`config.mk`:
```
export PLATFORM = sky130hd
export DESIGN_NAME = sap_control_sequencer_flat
export DESIGN_NICKNAME = d
export VERILOG_FILES = /design/src/rtl/sap_control_sequencer_if.sv /design/src/rtl/sap_control_sequencer.sv /design/src/flat_wrapper.sv
export SDC_FILE = /design/constraint.sdc
export NUM_CORES = 1
export LEC_CHECK = 0
export CORE_AREA = 4 4 41 43
export CTS_BUF_LIST = sky130_fd_sc_hd__clkbuf_8
export DETAILED_ROUTE_END_ITERATION = 7
export DIE_AREA = 0 0 45 47
export HOLD_SLACK_MARGIN = 0.08
export PLACE_DENSITY_LB_ADDON = 0.1
export SLEW_MARGIN = 10
export SYNTH_ARGS = -nofsm -noshare
export SYNTH_HDL_FRONTEND = slang
export SYNTH_SLANG_ARGS = --single-unit
```
`constraint.sdc`:
```
create_clock -name clk -period 4.15 [get_ports clk]
set_clock_uncertainty 0.15 [all_clocks]
set_input_delay 1.245 -clock clk [delete_from_list [all_inputs] [get_ports clk]]
set_output_delay 1.245 -clock clk [all_outputs]
set_load 0.02 [all_outputs]
```
`src/rtl/sap_control_sequencer_if.sv`:
```
// Control bundle between the SAP sequencer and the bus registers it strobes.
// The master is the sequencer; the slave is the datapath/bench side.
interface sap_control_sequencer_if;
  logic [3:0] opcode;
  logic       carry_flag;
  logic       zero_flag;
  logic [2:0] tstate;
  logic       pc_out;
  logic       pc_inc;
  logic       pc_load;
  logic       mar_write;
  logic       ram_out;
  logic       ram_write;
  logic       ir_write;
  logic       ir_out;
  logic       a_write;
  logic       a_out;
  logic       b_write;
  logic       alu_out;
  logic       alu_sub;
  logic       flags_write;
  logic       out_write;
  logic       halt;

  modport master (
    input  opcode, carry_flag, zero_flag,
    output tstate, pc_out, pc_inc, pc_load, mar_write, ram_out, ram_write,
           ir_write, ir_out, a_write, a_out, b_write, alu_out, alu_sub,
           flags_write, out_write, halt
  );

  modport slave (
    output opcode, carry_flag, zero_flag,
    input  tstate, pc_out, pc_inc, pc_load, mar_write, ram_out, ram_write,
           ir_write, ir_out, a_write, a_out, b_write, alu_out, alu_sub,
           flags_write, out_write, halt
  );
endinterface

```
`src/rtl/sap_control_sequencer.sv`:
```
// SAP microcoded control unit: T-state counter plus opcode/flag decode to bus strobes.
// Optional macro EARLY_RETIRE_EN returns to T0 right after an instruction's last busy step.
module sap_control_sequencer #(
  parameter int NUM_TSTATES = 5
) (
  input  logic                          clk,
  input  logic                          rst_n,
  sap_control_sequencer_if.master       bus
);

  typedef enum logic [3:0] {
    OP_NOP = 4'h0, OP_LDA = 4'h1, OP_ADD = 4'h2, OP_SUB = 4'h3,
    OP_STA = 4'h4, OP_LDI = 4'h5, OP_JMP = 4'h6, OP_JC  = 4'h7,
    OP_JZ  = 4'h8, OP_OUT = 4'hE, OP_HLT = 4'hF
  } opcode_e;

  typedef struct packed {
    logic pc_out, pc_inc, pc_load, mar_write, ram_out, ram_write, ir_write, ir_out;
    logic a_write, a_out, b_write, alu_out, alu_sub, flags_write, out_write, halt;
  } ctrl_t;

  localparam logic [2:0] T_LAST = 3'(NUM_TSTATES - 1);

  opcode_e    op;
  logic [2:0] tstate_q, tstate_d;
  logic       halted_q, halted_d;
  ctrl_t      ctrl;

  assign op = opcode_e'(bus.opcode);

  // NOTE: reset is sampled on the clock edge, and state uses <= so every flop
  // sees the pre-edge values of its neighbours.
  always_ff @(posedge clk) begin
    if (!rst_n) begin
      tstate_q <= 3'd0;
      halted_q <= 1'b0;
    end else begin
      tstate_q <= tstate_d;
      halted_q <= halted_d;
    end
  end

`ifdef EARLY_RETIRE_EN
  logic [2:0] retire_t;

  always_comb begin
    unique case (op)
      OP_LDA, OP_STA: retire_t = 3'd3;
      OP_ADD, OP_SUB: retire_t = 3'd4;
      default:        retire_t = 3'd2;
    endcase
  end
`endif

  // NOTE: every comb output gets a default first so no path infers a latch.
  always_comb begin
    halted_d = halted_q;
    tstate_d = (tstate_q == T_LAST) ? 3'd0 : tstate_q + 3'd1;
`ifdef EARLY_RETIRE_EN
    if (tstate_q == retire_t) tstate_d = 3'd0;
`endif
    if (halted_q) begin
      tstate_d = tstate_q;
    end else if (tstate_q == 3'd2 && op == OP_HLT) begin
      halted_d = 1'b1;
      tstate_d = 3'd2;
    end
  end

  always_comb begin
    ctrl = '0;
    case (tstate_q)
      3'd0: begin ctrl.pc_out = 1'b1; ctrl.mar_write = 1'b1; end
      3'd1: begin ctrl.ram_out = 1'b1; ctrl.ir_write = 1'b1; ctrl.pc_inc = 1'b1; end
      3'd2: begin
        case (op)
          OP_LDA, OP_ADD, OP_SUB, OP_STA: begin ctrl.ir_out = 1'b1; ctrl.mar_write = 1'b1; end
          OP_LDI: begin ctrl.ir_out = 1'b1; ctrl.a_write = 1'b1; end
          OP_JMP: begin ctrl.ir_out = 1'b1; ctrl.pc_load = 1'b1; end
          OP_JC:  begin ctrl.ir_out = bus.carry_flag; ctrl.pc_load = bus.carry_flag; end
          OP_JZ:  begin ctrl.ir_out = bus.zero_flag;  ctrl.pc_load = bus.zero_flag;  end
          OP_OUT: begin ctrl.a_out = 1'b1; ctrl.out_write = 1'b1; end
          OP_HLT: ctrl.halt = 1'b1;
          default: ;
        endcase
      end
      3'd3: begin
        case (op)
          OP_LDA:         begin ctrl.ram_out = 1'b1; ctrl.a_write = 1'b1; end
          OP_ADD, OP_SUB: begin ctrl.ram_out = 1'b1; ctrl.b_write = 1'b1; end
          OP_STA:         begin ctrl.a_out = 1'b1; ctrl.ram_write = 1'b1; end
          default: ;
        endcase
      end
      3'd4: begin
        if (op == OP_ADD || op == OP_SUB) begin
          ctrl.alu_out     = 1'b1;
          ctrl.a_write     = 1'b1;
          ctrl.flags_write = 1'b1;
          ctrl.alu_sub     = (op == OP_SUB);
        end
      end
      default: ;
    endcase
    // Reset wins over everything, then a halted machine only asserts halt.
    if (!rst_n) begin
      ctrl = '0;
    end else if (halted_q) begin
      ctrl      = '0;
      ctrl.halt = 1'b1;
    end
  end

  assign bus.tstate      = tstate_q;
  assign bus.pc_out      = ctrl.pc_out;
  assign bus.pc_inc      = ctrl.pc_inc;
  assign bus.pc_load     = ctrl.pc_load;
  assign bus.mar_write   = ctrl.mar_write;
  assign bus.ram_out     = ctrl.ram_out;
  assign bus.ram_write   = ctrl.ram_write;
  assign bus.ir_write    = ctrl.ir_write;
  assign bus.ir_out      = ctrl.ir_out;
  assign bus.a_write     = ctrl.a_write;
  assign bus.a_out       = ctrl.a_out;
  assign bus.b_write     = ctrl.b_write;
  assign bus.alu_out     = ctrl.alu_out;
  assign bus.alu_sub     = ctrl.alu_sub;
  assign bus.flags_write = ctrl.flags_write;
  assign bus.out_write   = ctrl.out_write;
  assign bus.halt        = ctrl.halt;

endmodule
```
`src/flat_wrapper.sv`:
```
// flat-port wrapper written by rule: the top's interface ports become plain ports
module sap_control_sequencer_flat 
#(
  parameter int NUM_TSTATES = 5
)
  (clk, rst_n, bus_opcode, bus_carry_flag, bus_zero_flag, bus_tstate, bus_pc_out, bus_pc_inc, bus_pc_load, bus_mar_write, bus_ram_out, bus_ram_write, bus_ir_write, bus_ir_out, bus_a_write, bus_a_out, bus_b_write, bus_alu_out, bus_alu_sub, bus_flags_write, bus_out_write, bus_halt);
  sap_control_sequencer_if bus_i ();
  input  logic clk;
  input  logic rst_n;
  input wire logic [$bits(bus_i.opcode)-1:0] bus_opcode;
  input wire logic [$bits(bus_i.carry_flag)-1:0] bus_carry_flag;
  input wire logic [$bits(bus_i.zero_flag)-1:0] bus_zero_flag;
  output wire logic [$bits(bus_i.tstate)-1:0] bus_tstate;
  output wire logic [$bits(bus_i.pc_out)-1:0] bus_pc_out;
  output wire logic [$bits(bus_i.pc_inc)-1:0] bus_pc_inc;
  output wire logic [$bits(bus_i.pc_load)-1:0] bus_pc_load;
  output wire logic [$bits(bus_i.mar_write)-1:0] bus_mar_write;
  output wire logic [$bits(bus_i.ram_out)-1:0] bus_ram_out;
  output wire logic [$bits(bus_i.ram_write)-1:0] bus_ram_write;
  output wire logic [$bits(bus_i.ir_write)-1:0] bus_ir_write;
  output wire logic [$bits(bus_i.ir_out)-1:0] bus_ir_out;
  output wire logic [$bits(bus_i.a_write)-1:0] bus_a_write;
  output wire logic [$bits(bus_i.a_out)-1:0] bus_a_out;
  output wire logic [$bits(bus_i.b_write)-1:0] bus_b_write;
  output wire logic [$bits(bus_i.alu_out)-1:0] bus_alu_out;
  output wire logic [$bits(bus_i.alu_sub)-1:0] bus_alu_sub;
  output wire logic [$bits(bus_i.flags_write)-1:0] bus_flags_write;
  output wire logic [$bits(bus_i.out_write)-1:0] bus_out_write;
  output wire logic [$bits(bus_i.halt)-1:0] bus_halt;
  assign bus_i.opcode = bus_opcode;
  assign bus_i.carry_flag = bus_carry_flag;
  assign bus_i.zero_flag = bus_zero_flag;
  assign bus_tstate = bus_i.tstate;
  assign bus_pc_out = bus_i.pc_out;
  assign bus_pc_inc = bus_i.pc_inc;
  assign bus_pc_load = bus_i.pc_load;
  assign bus_mar_write = bus_i.mar_write;
  assign bus_ram_out = bus_i.ram_out;
  assign bus_ram_write = bus_i.ram_write;
  assign bus_ir_write = bus_i.ir_write;
  assign bus_ir_out = bus_i.ir_out;
  assign bus_a_write = bus_i.a_write;
  assign bus_a_out = bus_i.a_out;
  assign bus_b_write = bus_i.b_write;
  assign bus_alu_out = bus_i.alu_out;
  assign bus_alu_sub = bus_i.alu_sub;
  assign bus_flags_write = bus_i.flags_write;
  assign bus_out_write = bus_i.out_write;
  assign bus_halt = bus_i.halt;
  sap_control_sequencer #(.NUM_TSTATES(NUM_TSTATES)) u_core (.clk(clk), .rst_n(rst_n), .bus(bus_i));
endmodule
```
==> qor.csv <==
stage,metric,value,unit
finish,most frequent cells in the layout,"dlygate4sd2_1, buf_4, clkdlybuf4s50_1, nand2_1, nor2_1",
cts,root buf cell,clkbuf_8,
route,Pre-Repair DR Iteration Count,4,
power_and_ir_drop,Tot Pwr,0.227,mW
floorplan,Top-Level Pins,27,
power_and_ir_drop,Leak,0.446,nW
yosys,synthesized area per cell,7.34,um2
placement,gpl congestion,0.764,
yosys,post-synthesis sequential area ratio,14.3,%
hold_path,hold depth,2,
global_routing,largest net degree at the start of global routing,11,
finish,FF/Latch Area,80.1,um2
floorplan,Die Y,47,um
finish,share of cells above drive strength 1,21.1,%
finish,Post-Layout Cell Count,124,
yosys,post-synth top area cell,dfxtp_1,
finish,Post-Layout Inst Area,890,um2
yosys,Cells after Synth,76,
route,top layer in use,met3,
yosys,Post-synth EDFFs,0,
hold_path,Hold WC Path Type,reg -> reg,
yosys,Synth top area share,14.3,%
floorplan,Rows,13,
cts,CTS Sinks,4,
route,met3 wire len,77,um
route,Routed Antenna Nets,0,
cts,Post CTS Setup Buffer Count,0,
setup_path,crit-path max cell delay,0.48,ns
yosys,complex-gate fraction of the synthesized area,22.0,%
outcome,outcome,"complete, no violations",
global_routing,vias in the first global route,580,
global_routing,GRT overflow,0,
sta,Worst slew margin,76.1,%
finish,"commonest non-fill, non-tap cell in the layout",dlygate4sd2_1,
cts,Num CTS Buffers,3,
global_routing,initial antenna violation count,0,
setup_path,slowest CP cell,clkdlybuf4s50_1,
cts,Max clock buf depth,2,
global_routing,gr usage total,15.7,%
placement,dpl cell area,866,um2
placement,dpl ws,-0.366,ns
power_and_ir_drop,peak supply drop,0.204,mV
sta,Max Slew Vio Count,0,
setup_path,WP data required,2.75,ns
sta,final setup margin,0.0967,ns
setup_path,CP Launch Type,primary input,
cts,clk slew on worst S/H paths,0.03,ns
sta,crit share post-route,97.7,%
setup_path,Critical Path End Type,output port,
yosys,top post-synthesis cells by area,"dfxtp_1, ha_1, nand2_1, nand3_1, buf_4",
cts,"Clk Latency, worst-skew pair",0.21,ns
sta,Worst-Margin Slew,0.357,ns
setup_path,Critical R2R Launch,u_core.bus.tstate[0]$_SDFFE_PN0N_,
yosys,synth warn,0,
cts,H-tree Lvls,1,
finish,diode count,0,
sta,Fmax achieved,247,MHz
route,Metal-1 WL,726,um
route,drt wl/cell,12.3,um
yosys,adder-cell share of the synthesized area,11.2,%
setup_path,critical path class,in -> out,
route,# DRC,0,
run,max-cap viol count,0,
yosys,post-synth cell types,34,
sta,"Min Clock Period, post-route",4.05,ns
floorplan,Starting Density,42.9,%
route,post-DR vias/cell,5.15,
yosys,Syn Nets,89,
finish,# fillers,130,
setup_path,crit path max fanout,8,
yosys,post-synthesis mux area share,0,%
finish,Area Overhead vs Synth,59.4,%
yosys,Mapped Area,558,um2
yosys,largest family of logic cells by synthesized area,simple AND/OR/NAND/NOR gates,
setup_path,CP Cell Sequence,"clkdlybuf4s50_1, buf_4, nor2b_2, o211ai_1, a21oi_1, dlygate4sd2_1",
floorplan,die area,0.00212,mm2
hold_path,hold_sp,u_core.bus.tstate[0]$_SDFFE_PN0N_,
setup_path,Worst R2R Setup Slack,2.22,ns
sta,final hold vios,0,
placement,I/O Buffers,26,
setup_path,worst r2r dst,u_core.bus.tstate[1]$_SDFFE_PN0N_,
yosys,Synth Flop Type,dfxtp_1,
yosys,Simple-Gate Fraction of Synth Area,40.1,%
floorplan,CORE AREA,0.00130,mm2
route,total number of vias,639,
global_routing,first-pass GRT wire length,2.48,mm
sta,RSZ-0062 raised after global routing,false,
route,met2 WL,722,um
sta,worst-case hold slack,0.425,ns
route,Routed Wire Length,1.53,mm
setup_path,CP Data Arrival Time,2.66,ns
setup_path,worst r2r path cells,6,
yosys,Post-synth ARST share,0,%
sta,final setup violation count,0,
placement,placed cell count,121,
route,DR iter-0 viols,7,
power_and_ir_drop,pwr dens,255,mW/mm2
placement,Detail Placement HPWL,1.24,mm
cts,CTS tree,built,
floorplan,die span in x,45,um
finish,Final nets,124,
yosys,#FFs+latches synth,4,
hold_path,hold worst-path end,u_core.bus.tstate[0]$_SDFFE_PN0N_,
yosys,Synth Area in XOR/XNOR,0,%
finish,multi-input logic area,422,um2
cell type report:
type | instances | area share, %
Clock buffer | 3 | 4.64
Inverter | 4 | 1.69
Multi-Input combinational cell | 61 | 47.4
Sequential cell | 4 | 9.00
Tap cell | 15 | 2.11
Timing Repair Buffer | 37 | 35.2
routing by layer:
metal | GRT usage [%] | vias to the layer above
met3 | 4.98 | 0
met4 | 0 | 0
met5 | 0 | -
li1 | - | 338
met1 | 21.2 | 282
met2 | 26.0 | 19
power by group:
part           internal, mW  switching (mW)
registers            0.0431         0.00759
logic                0.0459          0.0505
clock network        0.0617          0.0184
cell usage after synthesis, types with 3 or more instances:
library cell / instances
a21oi_1: 4
o211ai_1: 3
nand2_1: 7
buf_4: 3
inv_1: 4
nand3_1: 5
ha_1: 5
nor2b_1: 3
o21ai_0: 3
dfxtp_1: 4
nor2_1: 6
and2_1: 3
flip-flops by register name, summed over array words and instances, names as in the netlist:
| name | flops |
|---|---|
| u_core.bus.tstate | 3 |
| u_core.halted_q | 1 |
stage by stage:
stage / util, % / TNS, ns
floorplan: - / 0
global placement: 66.5 / -3.53
detailed placement: 66.5 / -3.79
CTS: 68.8 / 0
global route: 68.4 / 0
finish: 68.4 / 0
critical path, delay by kind of cell:
family,cells,cell delay [ns]
buffers and inverters,3,0.98
AO/OA/AOI/OAI,2,0.24
AND/OR/NAND/NOR,1,0.19
repair_timing:
item | CTS | global route
resized for setup | 20 | 6
hold buffers | 0 | 0
setup endpoints to repair | 16 | 3
how the worst max path moves through the flow:
stage / slack (ns) / endpoint / startpoint
2_1_floorplan: 0.39 / bus_alu_sub / bus_opcode[2]
3_3_place_gp: -0.32 / bus_alu_sub / bus_opcode[2]
3_5_place_dp: -0.37 / bus_pc_load / bus_opcode[1]
4_1_cts: 0.02 / bus_pc_load / bus_opcode[0]
5_1_grt: 0.007 / bus_ir_out / bus_opcode[3]
6_report: 0.1 / bus_a_write / rst_n
cells by family (layout without fill, tap and decap cells):
group,Yosys count,after routing
AND/OR/NAND/NOR,38,38
buffers and inverters,11,44
AO/OA/AOI/OAI,18,18
flip-flops,4,4
adder cells (fa/ha/maj),5,5
No activity file was read; power rests on OpenSTA's default activity.
